File: src/rtl/mips_bus_arbiter.sv
// ---------------------------------------------------------------------------
// mips_bus_arbiter
//
// Two-master to one-slave arbiter for the CPU memory bus. Master 0 is the
// instruction-fetch port and master 1 the data load/store port. Both share a
// single memory port using the read/write/waitrequest handshake of
// mips_cpu_bus. Whole transfers are granted one at a time, round-robin or
// with master 0 at fixed priority.
//
// Parameters
//   FIXED_PRIORITY : 0 = round-robin, 1 = master 0 wins every contention
//
// Ports
//   clk, reset                  rising-edge clock, asynchronous active-low reset
//   mN_address/_read/_write     master N request (N = 0, 1)
//   mN_writedata/_byteenable    master N write data and byte lanes
//   mN_waitrequest/_readdata    stall and read data back to master N
//   s_address/_read/_write      request forwarded to the slave
//   s_writedata/_byteenable     write data and byte lanes to the slave
//   s_waitrequest/_readdata     slave stall and read data
// ---------------------------------------------------------------------------
module mips_bus_arbiter #(
    parameter int FIXED_PRIORITY = 0
) (
    input  logic        clk,
    input  logic        reset,

    input  logic [31:0] m0_address,
    input  logic        m0_read,
    input  logic        m0_write,
    input  logic [31:0] m0_writedata,
    input  logic [3:0]  m0_byteenable,
    output logic        m0_waitrequest,
    output logic [31:0] m0_readdata,

    input  logic [31:0] m1_address,
    input  logic        m1_read,
    input  logic        m1_write,
    input  logic [31:0] m1_writedata,
    input  logic [3:0]  m1_byteenable,
    output logic        m1_waitrequest,
    output logic [31:0] m1_readdata,

    output logic [31:0] s_address,
    output logic        s_read,
    output logic        s_write,
    output logic [31:0] s_writedata,
    output logic [3:0]  s_byteenable,
    input  logic        s_waitrequest,
    input  logic [31:0] s_readdata
);

    typedef enum logic [1:0] {
        IDLE = 2'b00,
        GNT0 = 2'b01,
        GNT1 = 2'b10
    } state_t;

    localparam logic FIXED = (FIXED_PRIORITY != 0);

    state_t state_q, state_d;
    logic   last_q, last_d;     // master that completed the most recent transfer

    logic req0, req1;

    assign req0 = m0_read | m0_write;
    assign req1 = m1_read | m1_write;

    // -----------------------------------------------------------------------
    // State register. Reset lands in IDLE with last=1 so that the first
    // contention after reset goes to master 0 in round-robin mode too.
    // -----------------------------------------------------------------------
    always_ff @(posedge clk or negedge reset) begin
        if (!reset) begin
            state_q <= IDLE;
            last_q  <= 1'b1;
        end else begin
            state_q <= state_d;
            last_q  <= last_d;
        end
    end

    // -----------------------------------------------------------------------
    // Next-state logic.
    // A granted master keeps the bus until its transfer completes (request
    // held while the slave does not stall) or it drops the request (abort,
    // last left untouched). On completion the bus passes straight to the
    // other master if it is waiting; the completing master is never
    // re-granted on the same edge, so it always sees one IDLE cycle.
    // In fixed-priority mode a completion by master 0 returns through IDLE
    // instead of handing over, so master 0 wins the re-arbitration whenever
    // it asks again and master 1 only gets in once master 0 is quiet.
    // -----------------------------------------------------------------------
    always_comb begin
        state_d = state_q;
        last_d  = last_q;
        case (state_q)
            IDLE: begin
                if (req0 && req1) begin
                    state_d = (FIXED || last_q) ? GNT0 : GNT1;
                end else if (req0) begin
                    state_d = GNT0;
                end else if (req1) begin
                    state_d = GNT1;
                end
            end
            GNT0: begin
                if (!req0) begin
                    state_d = IDLE;
                end else if (!s_waitrequest) begin
                    last_d  = 1'b0;
                    state_d = (req1 && !FIXED) ? GNT1 : IDLE;
                end
            end
            GNT1: begin
                if (!req1) begin
                    state_d = IDLE;
                end else if (!s_waitrequest) begin
                    last_d  = 1'b1;
                    state_d = req0 ? GNT0 : IDLE;
                end
            end
            default: begin
                state_d = IDLE;
            end
        endcase
    end

    // -----------------------------------------------------------------------
    // Bus steering. Outputs depend only on the registered state plus the
    // granted master's signals, so in IDLE the waitrequests are constant 1
    // and there is no combinational path from the master inputs. Because the
    // state register clears asynchronously, the slave strobes drop the
    // moment reset is asserted. Read and write asserted together are passed
    // through untouched.
    // -----------------------------------------------------------------------
    always_comb begin
        s_address      = 32'h0;
        s_read         = 1'b0;
        s_write        = 1'b0;
        s_writedata    = 32'h0;
        s_byteenable   = 4'h0;
        m0_waitrequest = 1'b1;
        m0_readdata    = 32'h0;
        m1_waitrequest = 1'b1;
        m1_readdata    = 32'h0;
        case (state_q)
            GNT0: begin
                s_address      = m0_address;
                s_read         = m0_read;
                s_write        = m0_write;
                s_writedata    = m0_writedata;
                s_byteenable   = m0_byteenable;
                m0_waitrequest = s_waitrequest;
                m0_readdata    = s_readdata;
            end
            GNT1: begin
                s_address      = m1_address;
                s_read         = m1_read;
                s_write        = m1_write;
                s_writedata    = m1_writedata;
                s_byteenable   = m1_byteenable;
                m1_waitrequest = s_waitrequest;
                m1_readdata    = s_readdata;
            end
            default: begin
            end
        endcase
    end

endmodule

File: config.mk
export PLATFORM = sky130hd
export DESIGN_NAME = mips_bus_arbiter
export DESIGN_NICKNAME = d
export VERILOG_FILES = /design/src/rtl/mips_bus_arbiter.sv
export SDC_FILE = /design/constraint.sdc
export NUM_CORES = 1
export LEC_CHECK = 0
export CORE_AREA = 3 3 121 123
export CTS_BUF_LIST = sky130_fd_sc_hd__clkbuf_2 sky130_fd_sc_hd__clkbuf_4 sky130_fd_sc_hd__clkbuf_8
export CTS_CLUSTER_DIAMETER = 150
export DETAILED_ROUTE_END_ITERATION = 8
export DIE_AREA = 0 0 124 126
export SETUP_SLACK_MARGIN = 0.05
export SYNTH_ARGS = -nofsm -noshare
export SYNTH_HDL_FRONTEND = slang
export SYNTH_SLANG_ARGS = --single-unit
export TNS_END_PERCENT = 50
File: constraint.sdc
create_clock -name clk -period 1.5 [get_ports clk]
set_input_delay 0.15 -clock clk [delete_from_list [all_inputs] [get_ports clk]]
set_output_delay 0.15 -clock clk [all_outputs]
set_load 0.1 [all_outputs]
### Word level (Yosys, flattened, before mapping)

Index checks and enable logic that the tools add are counted.

* eq/ne operators: 9
* multiplexer cells: 25
* bitwise gates (word level): 2
* reduce and logical (&&, ||, !) cells: 5

Operators with widths (count)
* case mux 32 bit (2 select lines): 2
* 2-to-1 mux 32 bit: 2
* 2-to-1 mux 2 bit: 9
* != test 2 bit, second input constant: 4
* case mux 4 bit (2 select lines): 1
* 2-to-1 mux 1 bit: 7
* != test 3 bit, second input constant: 2
* case mux 1 bit (2 select lines): 3
* case mux 2 bit (3 select lines): 1
* AND reduction 5 bit: 1
* != test 4 bit, second input constant: 1
* AND reduction 3 bit: 1
* == test 2 x 1 -> 1 bit, second input constant: 1
* == test 2 bit, second input constant: 1
* logical NOT 2 bit: 1
* bitwise OR 1 bit: 2
* nonzero test 2 bit: 1
* logical AND 1 bit: 1

* register bits after elaboration: 3
* input port bits: 175
* output and inout port bits: 136

### Longest topological paths before layout

* depth after elaboration: 5
* gate-level depth with buffers: 7

### Worst setup path after synthesis

OpenSTA, ideal clock, no wires.

* path kind: register to output
* start: reg state_q[0]
* end: out s_address[23]
* arrival: 2529 ps
* slack: -1179 ps
* stages on the path, launching flop included: 8
* cell sequence: dfrtp_1 inv_1 ha_1 buf_2 buf_4 buf_2 a22oi_1 nor2b_1

* cells in the longest elaborated chain, start to end: 2
* elaborated cells on any way between the ends: 3
* those cells by class: eq/ne (2); mux (1)

RTL lines
* from (decl): line 61 `state_t state_q, state_d;`
* from (signal assigned): line 78 `state_q <= state_d;`
* == test 2 bit / == test 2 x 1 -> 1 bit (equally long branches): line 147 `case (state_q)`
* case mux 32 bit (2 select lines) (*): line 147
* to (decl): line 44 `output logic [31:0] s_address,`

Every way passes the cells marked *; elsewhere a longest branch is shown, timed or not.

### Worst setup path after layout

* start: reg state_q[1]
* end: out s_address[20]

Same word-level chain as after synthesis.

==> metrics.md <==
| Metric | Value |
|---|---|
| Status | complete, but fails checks |
| Failing checks | setup timing |
| Placed cell areas | about 7400 um2 |
| Post-route setup slack | -0.347 ns |
| Wire length per cell | about 19 um |
| I/O pin total | around 310 |
| Diodes inserted | 0 |
| Vias | about 3.4k |
| Fraction of layout cells with a size suffix above 1 | 66.8% |
| Cell variety after synth | 27 |
| PwrDens | 2710 nW/um2 |
| Fmax | around 540 MHz |
| Clock Skews | slightly below 0.006 ns |
| Final setup viols | 138 |
| Syn_area_per_cell | roughly 6.8 um2 |
| Synthesized Nets | about 440 |
| FF+latch area | approximately 78 um2 |
| Max Cap Violations | 0 |
| Worst reg2reg setup slack | -0.16 ns |
| Uppermost routed layer | met5 |
| Worst skew pair latency | ~0.22 ns |
| Slew headroom | ~81% |
| Cells after Synth | 264 |
| Initial antenna violation count | 1 |
| CP max-delay cell | dfrtp_2 |
| # fillers | roughly 1.1k |
| H-tree Lvls | 1 |
| RSZ-0062 raised after global routing | true |
| #FFs+latches synth | 3 |
| First-pass GRT wire length | a little over 20 mm |
| Number of remaining DRC errors | 0 |
| Final worst path period need | approximately 1.8 ns |
| Largest net degree at the start of global routing | just over 40 |
| Setup crit end kind | output pin |
| Die Footprint | around 16,000 um2 |
| Grt total ovfl | 0 |
| Setup CP Type | flop to output pin |
| TritonCTS clock tree | done |
| Most used cell, CP | buf_12 |
| Die width | around 120 um |
| Core Area | roughly 14,000 um2 |
| Slew at the pin closest to its max-slew limit | 0.285 ns |
| Register area share after synthesis | between 4 and 5% |
| Leakage power | approximately 0.0031 uW |
| Final period util | 123% |
| WL met3 | between 1.5 and 2 mm |
| Max stage delay on crit path | between 0.4 and 0.5 ns |
| Total wire length | ~15 mm |
| Port-buffer cells | 310 |
| Clock buffer count from CTS | 3 |
| Synth warnings | 0 |
| Worst endpoint data arrival time | 1.70 ns |
| Area of the multi-input gates | approximately 2600 um2 |
| CP max FO | 20 |
| GP Congestion | ~0.8 |
| Max Slew Vio Count | 0 |
| Critical Path RT | ~1.4 ns |
| Cell Chain, Critical Path | ha_4 > buf_4 > buf_12 > a22oi_1 > nor2b_4 > buf_12 |
| Final nets | around 770 |
| Vias in the first global route | 3,659 |
| Metal-1 WL | between 4 and 5 mm |
| Mapped Area | ~1800 um2 |
| Metal2 WL | slightly below 8 mm |
| Clock Tree Buf Depth | 2 |
| Pwr Total | around 22,000 uW |
| Clk slew on worst S/H paths | approximately 0.040 ns |
| Crit path launch type | flop |
| Maximum VDD drop | between 1.5 and 2 mV |
| Iteration-0 DRC Markers | 68 |
| DRT antenna net count | 0 |
| Initial Util | 13.0% |
| CP top delay family | buffers and inverters |
| CP Buf/Inv Count | 3 |
| Total global-route track usage | around 16% |
| DRT Pass-1 Iters | 4 |
| Mean number of vias per cell | 4.45 |
| Hold Path Class | input port to async pin |
| Hold Violations, Final | 0 |
| Final instance area | 8040 um2 |
| Hold WS | about 0.12 ns |
| Root Buffer | clkbuf_8 |
| Rows | 43 |
| Clk sink count | 3 |
| Hpwl dp | between 10 and 15 mm |
| Synth-to-Final Area Change | 350% |
| Height of the die | 126 um |
final timing paths:
| path | to | startpoint | cells past startpoint |
|---|---|---|---|
| setup / recovery | s_address[20] | state_q[1] | 6 |
| hold / removal | state_q[0] | reset | 1 |
| setup reg to reg | state_q[1] | state_q[0] | 7 |
| hold reg to reg | last_q | last_q | 1 |
| max in group asynchronous | last_q | reset | 1 |
| min in group clk | last_q | last_q | 1 |
logic make-up after synthesis:
family	share of synthesized area [%]
and+or+nand+nor	49.5
DFF	4.28
adders and majority gates	3.50
buffers and inverters	8.13
muxes	1.19
AOI/OAI and AO/OA	33.4
state kept, by name, indices dropped and copies added (netlist names):
register and flops:
last_q 1, state_q 2
timing repair:
action | 4_1_cts | 5_1_grt
resized for setup | 52 | 49
buffers inserted | 4 | 6
endpoints found under the setup margin | 138 | 139
hold buffers | 0 | 0
pin swaps | 7 | 21
gates cloned | 5 | 5
cell usage after synthesis:
library cell  count  area share [%]
a211o_1           1            0.49
a211oi_1          1            0.42
a22oi_1          70              29
a31oi_1           1            0.35
a32o_2            1            0.63
and2_1           65              23
buf_2             8             2.2
buf_4             1            0.42
buf_6             1            0.63
clkbuf_1         21             4.4
dfrtp_1           2             2.8
dfstp_2           1             1.5
ha_1              5             3.5
inv_1             2            0.42
mux2_1            1            0.63
mux2i_1           1            0.56
nand2_1           2            0.42
nand2b_1          2            0.70
nor2_1            1            0.21
nor2_2            1            0.35
nor2b_1          70              25
o21ai_0           1            0.28
o21ai_1           1            0.28
o21ai_2           1            0.49
o221ai_1          1            0.49
o32a_1            1            0.56
or3b_1            1            0.49
cells in the final DEF, fill, tap and decap left out, types with 2 or more instances in the layout:
cell	Yosys	layout
a22oi_1	70	5
a22oi_2	0	65
and2_2	0	14
and2_4	0	50
buf_12	0	145
buf_16	0	5
buf_4	1	13
buf_6	1	6
clkbuf_16	0	5
clkbuf_8	0	3
clkdlybuf4s50_1	0	174
ha_1	5	2
ha_4	0	3
nand2_1	2	2
nand2b_2	0	2
nor2b_4	0	70
o21ai_2	1	2
layout make-up:
class,instances,share of cell area [%]
timing repair buffer,348,63.1
tap,180,2.80
multi-input combinational,228,32.4
clock buffer,4,0.607
sequential,3,0.965
inverter,2,0.124
power breakdown:
| part | leakage [uW] | switching, uW | total (uW) | internal [uW] |
|---|---|---|---|---|
| registers | 0.0000346 | 45.3 | 179 | 134 |
| logic | 0.00302 | 12400 | 21300 | 8920 |
| clock network | 0.0000262 | 61.6 | 262 | 200 |
| total | 0.00308 | 12500 | 21800 | 9260 |
worst register-to-register path, cell delays in order, from the launching register on:
cell	delay [ns]
dfrtp_1	0.39
buf_6	0.13
ha_4	0.21
buf_12	0.16
buf_16	0.15
o221ai_1	0.09
a31oi_1	0.11
mux2_1	0.30
through the flow:
step	cells	worst slack, ns	util (%)	setup TNS (ns)
after floorplan	264	-0.241	-	-28.23
after global placement	742	-0.147	53.6	-9.75
after detailed placement	742	-0.202	53.6	-13.87
after CTS	755	-0.367	56.2	-40.02
after global routing	765	-0.401	58.4	-46.21
final	765	-0.347	58.4	-37.77
routing by layer:
layer / track usage (%) / vias to the layer above
li1: - / 1575
met1: 17.0 / 1612
met2: 31.5 / 199
met3: 6.60 / 16
met4: 2.19 / 2
met5: 0 / -
Power figures use the tool's default switching activity.
